$ cat src/rtl/pwm_pkg.sv
// -----------------------------------------------------------------------------
// pwm_pkg
//   Shared types and constants for the PWM channel bank.
//   - pwm_ch_cfg_t : per-channel compare configuration {on, off, full_on, full_off}
//   - PWM_CH_RESET : reset value of every shadow/active entry (forced off)
//   - MIN_PRESCALE : smallest prescaler reload; smaller requests are raised to it
//   - pwm_level()  : priority-ordered compare producing the raw channel level
// -----------------------------------------------------------------------------
package pwm_pkg;

    // Compare fields are held at a fixed maximum width so one struct serves
    // every CNT_WIDTH instance. Users zero-extend their CNT_WIDTH values into
    // it; the unused upper bits are constant zero and drop out in synthesis.
    localparam int PWM_CNT_MAX_W = 32;

    localparam int MIN_PRESCALE = 3;

    typedef struct packed {
        logic [PWM_CNT_MAX_W-1:0] on;
        logic [PWM_CNT_MAX_W-1:0] off;
        logic                     full_on;
        logic                     full_off;
    } pwm_ch_cfg_t;

    localparam pwm_ch_cfg_t PWM_CH_RESET = '{
        on:       '0,
        off:      '0,
        full_on:  1'b0,
        full_off: 1'b1
    };

    // full_off beats full_on; equal compares mean "never on"; on > off is a
    // window that wraps through the end of the period.
    function automatic logic pwm_level(input pwm_ch_cfg_t cfg,
                                       input logic [PWM_CNT_MAX_W-1:0] cnt);
        logic lvl;
        lvl = 1'b0;
        if (cfg.full_off) begin
            lvl = 1'b0;
        end else if (cfg.full_on) begin
            lvl = 1'b1;
        end else if (cfg.on == cfg.off) begin
            lvl = 1'b0;
        end else if (cfg.on < cfg.off) begin
            lvl = (cnt >= cfg.on) && (cnt < cfg.off);
        end else begin
            lvl = (cnt >= cfg.on) || (cnt < cfg.off);
        end
        return lvl;
    endfunction

endpackage

$ cat src/rtl/pwm_timebase.sv
// -----------------------------------------------------------------------------
// pwm_timebase
//   Prescaled period counter shared by all PWM channels.
//   Ports:
//     i_clk, i_rst_n   : clock, asynchronous active-low reset
//     i_sleep          : hold prescaler/counter at 0, suppress ticks and wraps
//     i_prescale       : reload value, one tick every max(i_prescale,3)+1 clocks
//     o_counter        : current period count
//     o_wrap           : combinational, high in the cycle whose edge wraps the
//                        counter from all-ones to 0 (commit strobe)
//     o_period_start   : registered pulse while the counter reads 0 after a wrap
// -----------------------------------------------------------------------------
module pwm_timebase
    import pwm_pkg::*;
#(
    parameter int CNT_WIDTH      = 12,
    parameter int PRESCALE_WIDTH = 8
) (
    input  logic                      i_clk,
    input  logic                      i_rst_n,
    input  logic                      i_sleep,
    input  logic [PRESCALE_WIDTH-1:0] i_prescale,
    output logic [CNT_WIDTH-1:0]      o_counter,
    output logic                      o_wrap,
    output logic                      o_period_start
);

    logic [PRESCALE_WIDTH-1:0] r_presc;
    logic [PRESCALE_WIDTH-1:0] w_reload;
    logic [CNT_WIDTH-1:0]      r_cnt;
    logic                      r_armed;
    logic                      r_period_start;
    logic                      w_tick;

    assign w_reload = (i_prescale < PRESCALE_WIDTH'(MIN_PRESCALE))
                    ? PRESCALE_WIDTH'(MIN_PRESCALE) : i_prescale;

    // r_armed is low for the first clock after reset or sleep: the prescaler
    // sits at 0 there but must reload instead of ticking, so the first count
    // gets a full prescale interval.
    assign w_tick = r_armed && (r_presc == '0);
    assign o_wrap = w_tick && (r_cnt == '1) && !i_sleep;

    always_ff @(posedge i_clk or negedge i_rst_n) begin
        if (!i_rst_n) begin
            r_presc        <= '0;
            r_cnt          <= '0;
            r_armed        <= 1'b0;
            r_period_start <= 1'b0;
        end else if (i_sleep) begin
            r_presc        <= '0;
            r_cnt          <= '0;
            r_armed        <= 1'b0;
            r_period_start <= 1'b0;
        end else begin
            r_armed        <= 1'b1;
            r_presc        <= (r_presc == '0) ? w_reload
                                              : r_presc - PRESCALE_WIDTH'(1);
            if (w_tick) begin
                r_cnt <= r_cnt + CNT_WIDTH'(1);
            end
            r_period_start <= o_wrap;
        end
    end

    assign o_counter      = r_cnt;
    assign o_period_start = r_period_start;

endmodule

$ cat src/rtl/pwm_channel_bank.sv
// -----------------------------------------------------------------------------
// pwm_channel_bank
//   Double-buffered multi-channel PWM engine on a shared prescaled time base.
//   Ports:
//     clk_i, rst_ni       : clock, asynchronous active-low reset
//     prescale_i          : tick every max(prescale_i,3)+1 clocks
//     sleep_i             : halt time base, drive outputs to the off level
//     invert_i            : invert all outputs
//     upd_on_wrap_i       : 1 = commit shadows at period wrap, 0 = immediate
//     cfg_we_i, cfg_ch_i  : write strobe and channel index (out of range ignored)
//     cfg_on_i, cfg_off_i : ON / OFF compare values
//     cfg_full_on_i/off_i : force high / force low
//     pwm_o               : registered PWM outputs
//     counter_o           : current period count
//     period_start_o      : one-cycle pulse when the counter wraps to 0
//     pending_o           : shadow holds data not yet committed
// -----------------------------------------------------------------------------
module pwm_channel_bank
    import pwm_pkg::*;
#(
    parameter int CHANNELS       = 16,
    parameter int CNT_WIDTH      = 12,
    parameter int PRESCALE_WIDTH = 8,
    parameter int CH_W           = (CHANNELS > 1) ? $clog2(CHANNELS) : 1
) (
    input  logic                      clk_i,
    input  logic                      rst_ni,
    input  logic [PRESCALE_WIDTH-1:0] prescale_i,
    input  logic                      sleep_i,
    input  logic                      invert_i,
    input  logic                      upd_on_wrap_i,
    input  logic                      cfg_we_i,
    input  logic [CH_W-1:0]           cfg_ch_i,
    input  logic [CNT_WIDTH-1:0]      cfg_on_i,
    input  logic [CNT_WIDTH-1:0]      cfg_off_i,
    input  logic                      cfg_full_on_i,
    input  logic                      cfg_full_off_i,
    output logic [CHANNELS-1:0]       pwm_o,
    output logic [CNT_WIDTH-1:0]      counter_o,
    output logic                      period_start_o,
    output logic [CHANNELS-1:0]       pending_o
);

    logic [CNT_WIDTH-1:0]     w_counter;
    logic [PWM_CNT_MAX_W-1:0] w_cnt_ext;
    logic                     w_wrap;
    pwm_ch_cfg_t              w_wr_cfg;

    pwm_timebase #(
        .CNT_WIDTH      (CNT_WIDTH),
        .PRESCALE_WIDTH (PRESCALE_WIDTH)
    ) u_timebase (
        .i_clk          (clk_i),
        .i_rst_n        (rst_ni),
        .i_sleep        (sleep_i),
        .i_prescale     (prescale_i),
        .o_counter      (w_counter),
        .o_wrap         (w_wrap),
        .o_period_start (period_start_o)
    );

    assign counter_o = w_counter;
    assign w_cnt_ext = PWM_CNT_MAX_W'(w_counter);

    always_comb begin
        w_wr_cfg          = PWM_CH_RESET;
        w_wr_cfg.on       = PWM_CNT_MAX_W'(cfg_on_i);
        w_wr_cfg.off      = PWM_CNT_MAX_W'(cfg_off_i);
        w_wr_cfg.full_on  = cfg_full_on_i;
        w_wr_cfg.full_off = cfg_full_off_i;
    end

    for (genvar g = 0; g < CHANNELS; g++) begin : g_ch
        pwm_ch_cfg_t r_shadow;
        pwm_ch_cfg_t r_active;
        logic        r_pending;
        logic        r_pwm;
        logic        w_sel;

        // Indices >= CHANNELS match no channel and are dropped here.
        assign w_sel = cfg_we_i && (cfg_ch_i == CH_W'(g));

        always_ff @(posedge clk_i or negedge rst_ni) begin
            if (!rst_ni) begin
                r_shadow  <= PWM_CH_RESET;
                r_active  <= PWM_CH_RESET;
                r_pending <= 1'b0;
            end else begin
                if (w_sel) begin
                    r_shadow <= w_wr_cfg;
                end
                if (upd_on_wrap_i) begin
                    // Commit reads the pre-write shadow; a write landing on
                    // the wrap cycle re-arms pending for the next period.
                    if (w_wrap && r_pending) begin
                        r_active <= r_shadow;
                    end
                    if (w_sel) begin
                        r_pending <= 1'b1;
                    end else if (w_wrap) begin
                        r_pending <= 1'b0;
                    end
                end else begin
                    // Leftover pending data from wrap mode flushes on the
                    // next cycle, except while asleep when commits stall.
                    if (w_sel) begin
                        r_active <= w_wr_cfg;
                    end else if (r_pending && !sleep_i) begin
                        r_active <= r_shadow;
                    end
                    if (w_sel || !sleep_i) begin
                        r_pending <= 1'b0;
                    end
                end
            end
        end

        always_ff @(posedge clk_i or negedge rst_ni) begin
            if (!rst_ni) begin
                r_pwm <= 1'b0;
            end else if (sleep_i) begin
                r_pwm <= invert_i;
            end else begin
                r_pwm <= pwm_level(r_active, w_cnt_ext) ^ invert_i;
            end
        end

        assign pwm_o[g]     = r_pwm;
        assign pending_o[g] = r_pending;
    end

endmodule

$ cat config.mk
export PLATFORM = sky130hd
export DESIGN_NAME = pwm_channel_bank
export DESIGN_NICKNAME = d
export VERILOG_FILES = /design/src/rtl/pwm_pkg.sv /design/src/rtl/pwm_timebase.sv /design/src/rtl/pwm_channel_bank.sv
export SDC_FILE = /design/constraint.sdc
export NUM_CORES = 2
export LEC_CHECK = 0
export BUFFER_PORTS_ARGS = -buffer_cell sky130_fd_sc_hd__buf_2
export CAP_MARGIN = 20
export CORE_MARGIN = 5
export CORE_UTILIZATION = 50
export CTS_CLUSTER_SIZE = 16
export DETAILED_ROUTE_END_ITERATION = 12
export GPL_TIMING_DRIVEN = 0
export PLACE_DENSITY = 0.74
export REMOVE_ABC_BUFFERS = 1
export SLEW_MARGIN = 5
export SYNTH_ARGS = -nofsm -noshare
export SYNTH_HDL_FRONTEND = slang
export SYNTH_SLANG_ARGS = --single-unit
$ cat constraint.sdc
create_clock -name clk_i -period 8.97 [get_ports clk_i]
set_input_delay 1.794 -clock clk_i [delete_from_list [all_inputs] [get_ports clk_i]]
set_output_delay 1.794 -clock clk_i [all_outputs]
set_load 0.05 [all_outputs]
== After elaboration in Yosys (flattened, before gate mapping) ==
Cells that the tools add are included.
Storage, ports and cells
  register bits after elaboration: 1526
  input bits: 44
  logic and storage cells: 678
Operators by class
  $add $sub $neg: 2
  magnitude comparators: 49
  eq/ne operators: 64
  muxes and demuxes: 216
  bitwise logic cells: 16
  reduce and logical (&&, ||, !) cells: 167
Operators by type and width (count)
  $mux W66: 64
  $eq A32 B32 Y1: 16
  $ge A12 B32 Y1: 16
  $lt A12 B32 Y1: 16
  $lt A32 B32 Y1: 16
  $mux W1: 147
  $logic_and A1 B1 Y1: 67
  $reduce_and A2 Y1: 32
  $ne A3 B1 Y1 const B: 16
  $reduce_bool A3 Y1: 16
  $reduce_bool A2 Y1: 17
  $eq A4 B4 Y1 const B: 8
  $logic_or A1 B1 Y1: 32
  $ne A2 B1 Y1 const B: 16
  $mux W12: 2
  $mux W8: 3
  $eq A4 B3 Y1 const B: 4
  $xor A1 B1 Y1: 16
  $add A12 B1 Y12 const B: 1
  $eq A12 B12 Y1 const B: 1
  $eq A4 B2 Y1 const B: 2
  $logic_not A8 Y1: 1
  $lt A8 B2 Y1 const B: 1
  $sub A8 B1 Y8 const B: 1
  other kinds (3): 3

== Logic depth before layout (Yosys ltp) ==
  word-level depth: 9
  mapped depth: 13

== Modules after synthesis ==
A second synthesis with hierarchy kept.
Unflattened totals
  cell total of the unflattened synthesis: 4800
  area, all modules: 50500.9 um^2
Modules (own cells, without submodules)
  pwm_channel_bank: instances 1, cells each 4679, area each 49334.8 um^2
  pwm_timebase: instances 1, cells each 121, area each 1166.1 um^2

== Worst setup path before layout ==
No wires, ideal clock.
  kind: input-to-reg
  start point: input cfg_ch_i[2]
  end point: register g_ch[8].r_active[10] (netlist bit)
  library setup time: 0.137 ns
  arrival: 3.556 ns
  data required time: 8.833 ns
  setup slack: 5.277 ns
  stages: 7
  path buffers: 2
  cell sequence: nand3b_1 -> or3_1 -> nor2_1 -> buf_2 -> clkbuf_1 -> mux2i_1 -> a21oi_1
Between the ends
  word-level cells in the longest chain between the ends: 4
RTL lines
  start, declared: line pwm_channel_bank.sv:33  | input logic [CH_W-1:0] cfg_ch_i,
  $eq A4 B4 Y1 (*): line pwm_channel_bank.sv:81  | assign w_sel = cfg_we_i && (cfg_ch_i == CH_W'(g));
  $logic_and A1 B1 Y1 (*): line pwm_channel_bank.sv:81
  $reduce_bool A3 Y1 (no line) / $mux W66 (equally long branches)
  $reduce_and A2 Y1 (no line) / $mux W66 (equally long branches)
  end signal, assigned: line pwm_channel_bank.sv:96  | r_active <= r_shadow;
  end signal, assigned: line pwm_channel_bank.sv:107  | r_active <= w_wr_cfg;
  end signal, assigned: line pwm_channel_bank.sv:109  | r_active <= r_shadow;
  end, declared: line pwm_channel_bank.sv:75  | pwm_ch_cfg_t r_active;
Mark *: on every way between the ends. The rest lies on a longest branch, timed or not.
A chain may end at the register's enable or synchronous reset.

== Worst setup path after layout ==
  start point: input cfg_ch_i[2]
  end point: register g_ch[8].r_active[6] (netlist bit)
The elaborated chain is that of the path after synthesis.

==> out/metrics.sh <==
RUN_STATUS='completed'
GRT_FIRST_PASS_WIRELENGTH_UM=211000
AREA_LEADER_NETLIST='dfrtp_1'
PORT_BUFFERS=88
POSTSYNTHCELLCOUNT=4835
SETUP_TOTAL_NEGATIVE_SLACK_PS=0
DRT_WL_TOTAL_UM=135000
DIE-WIDTH_UM=329
FINAL-MAX-SLEW-VIOLATION-COUNT=0
STANDARD_CELL_AREA_AFTER_DETAILED_PLACEMENT_UM2=53100
SLEW_HEADROOM_PCT=17.3
SYNTH.MOST_COMMON_CELL='dfrtp_1'
WORST_HOLD_PATH_TYPE='reg2reg'
GRT_MAX_DEGREE=118
PLACEMENT_ROWS=117
MAX_CAP_VIOL_COUNT=0
TRITONCTS='done'
NUMBER_OF_SETUP_VIOLATIONS_IN_THE_FINAL_REPORT=0
DRTITER0DRC=2629
SINK_COUNT_OF_THE_CLOCK_TREE=886
SYN-MEAN-INSTANCE-AREA_UM2=10.5
CLOCK_SKEW_PS=26.8
WORST_EP_ARRIVAL_TIME_PS=5840
POST_PLACEMENT_WORST_SETUP_SLACK_PS=3200
POWER_DENSITY_nW_PER_UM2=264
IOPINCOUNT=89
CRITICAL_PATH.STARTPOINT_TYPE='input pin'
POSTSYNTH.TOPFLOPCELL='dfrtp_1'
FINALCOREUTILIZATION_PCT=55.7
FINAL_AREA_UM2=56600
CORE-AREA_UM2=101000
FINALCRITPERIODSHARE_PCT=58.5
WORST_SLEW_PIN_SLEW_PS=1240
VDD.IR_DROP.WORST_uV=153
GR-USAGE-ALL-LAYERS_PCT=24.9
POST_SYNTH_MOST_FREQUENT_CELLS='dfrtp_1, ha_1, a21oi_1'
RSZ_0062_RAISED_AFTER_GLOBAL_ROUTING='false'
MAX_FREQ_MHz=191
SYNTH.LIB_CELLS_USED.DISTINCT=62
DRTANTENNAVIOLNETS=0
DESIGN.FINAL.NETS=5405
LAYOUT_AREA_OVERHEAD_PCT=11.0
FIN_CRIT_PERIOD_PS=5240
DETAILEDROUTE.FIRSTPASSITERATIONCOUNT=5
P_LEAK_nW=27.0
YOSYSWARNINGS=0
DRT_DRC_VIOLATIONS_LEFT=0
CRITICAL_PATH_CLASS='in2reg'
VIAS_PER_CELL=5.79
CRIT_PATH_MAX_FANOUT=46
FP.DIEH_UM=329
SYNTH_SEQ_CELLS=886
GP_CONGESTION=0.842
SETUP_WS_PS=3730
CTS_MAX_PATH_BUFFERS=3
ROUTE.VIAS.TOTAL=36167
CLK_PIN_SLEW_PS=60
TIMING_HOLD_VIOLATIONS_FINAL=0
GRT_ANTENNA_BEFORE_REPAIR=12
CTS_ROOT_BUFFER='clkbuf_16'
LAYOUT-DRIVE-GT1-SHARE_PCT=17.1
GRT-OVFL-TOTAL=0
CTS_HOLD_BUF=0
FLOORPLAN.INITIALDENSITY_PCT=50.2
MAPPED_CELL_AREA_UM2=50900
TRITONCTS.NUM_BUFFERS=97
PLACE_HPWL_UM=81800
TOP_CELLS_BY_AREA_SYNTH='dfrtp_1, ha_1, mux2_2'
SYNTH_SEQ_AREA_SHARE_PCT=43.6
ASYNC_FLOP_SHARE_PCT=100
DIE_OUTLINE_AREA_UM2=108000
NUMBER_OF_SYNTHESIZED_FLOPS_WITH_AN_ENABLE_PIN=0
DATA_REQUIRED_TIME_OF_THE_CRITICAL_PATH_PS=9570
POST_CTS_RESIZED=0
CLK_LATENCY_PS=680
CTS_SETUP_BUFFERS=0
TIMING.CRITICAL_PATH.TO_TYPE='flop'
CTSHTREEMAXLEVEL=3
DETAIL_ROUTE.WL_PER_CELL_UM=21.7
SYNTH_TOP_AREA_SHARE_PCT=41.9
FIRST_GLOBAL_VIAS=36369
[registers in the layout, summed over array words and instances, names as in the netlist]
register                   flops
u_timebase.r_armed             1
g_ch.r_shadow                416
u_timebase.o_counter          12
u_timebase.o_period_start      1
g_ch.r_active                416
u_timebase.r_presc             8
g_ch.r_pending                16
g_ch.r_pwm                    16
[layout by cell type (no fill, tap or decap), drive strengths merged, types with 98 or more instances in the layout]
master / count
dfrtp: 854
ha: 563
a21oi: 513
nor2: 474
mux2i: 417
mux2: 416
inv: 393
a21o: 172
buf: 154
clkbuf: 142
nand2: 131
o21ai: 126
nand4: 98
[stage by stage]
step	total power, W	std cells	hold slack (ps)
global placement	0.0104	6001	486
CTS	0.0150	6240	504
global route	0.0160	6246	511
detailed placement	0.0107	6061	492
floorplan	0.00939	4545	458
finish	0.0149	6249	502
[report_power, final]
part | total, W | switching, W | internal (W)
clock | 0.00417 | 0.00170 | 0.00247
combinational | 0.00470 | 0.00256 | 0.00215
sequential | 0.00607 | 0.000817 | 0.00525
[critical path, stage by stage]
cell and delay [ps]:
buf_2 120, nand3b_1 780, or3_1 980, buf_16 310, nor2_4 420, buf_16 230
a21oi_1 80, nor2_4 810, nor2_1 110, a21oi_1 150
[logic make-up (layout without fill, tap and decap cells)]
logic type	count (synthesis)	in the layout	share of synthesized area [%]
compound gates	960	960	11.2
flops	886	886	43.6
buf+inv	681	724	5.43
other cells	0	3	0
simple gates	884	884	8.11
xor+xnor	23	23	0.395
mux	833	833	17.4
fa+ha+maj	568	568	13.9
[cell type report]
| class | instances | area [µm²] |
|---|---|---|
| fillers | 8501 | 44900 |
| diodes | 3 | 7.51 |
| multi-input cells | 3268 | 26200 |
| clock inverters | 37 | 452 |
| flip-flops and latches | 886 | 22200 |
| repair buffers | 154 | 1610 |
| well taps | 1368 | 1710 |
| clock buffers | 142 | 2900 |
| inverters | 391 | 1470 |
[worst paths after layout]
check	startpoint	end	slack, ps	cells past startpoint
worst min-delay path	g_ch[2].r_shadow[43]	g_ch[2].r_shadow[43]	500	1
worst min register to register	g_ch[2].r_shadow[43]	g_ch[2].r_shadow[43]	500	1
worst max-delay path	cfg_ch_i[2]	g_ch[8].r_active[6]	3730	10
worst max register to register	u_timebase.o_counter[5]	g_ch[3].r_active[11]	4520	9
max in group asynchronous	rst_ni	g_ch[11].r_active[0]	5880	4
min in group asynchronous	rst_ni	g_ch[2].r_active[10]	1120	1
[per-layer routing]
metal / up-vias / routed length (µm) / GRT usage (%)
li1: 16919 / - / -
met1: 18018 / 59000 / 33.3
met2: 941 / 62300 / 40.8
met3: 283 / 8630 / 4.08
met4: 6 / 5520 / 9.41
met5: - / 43 / 0
Power figures use the tool's default switching activity.
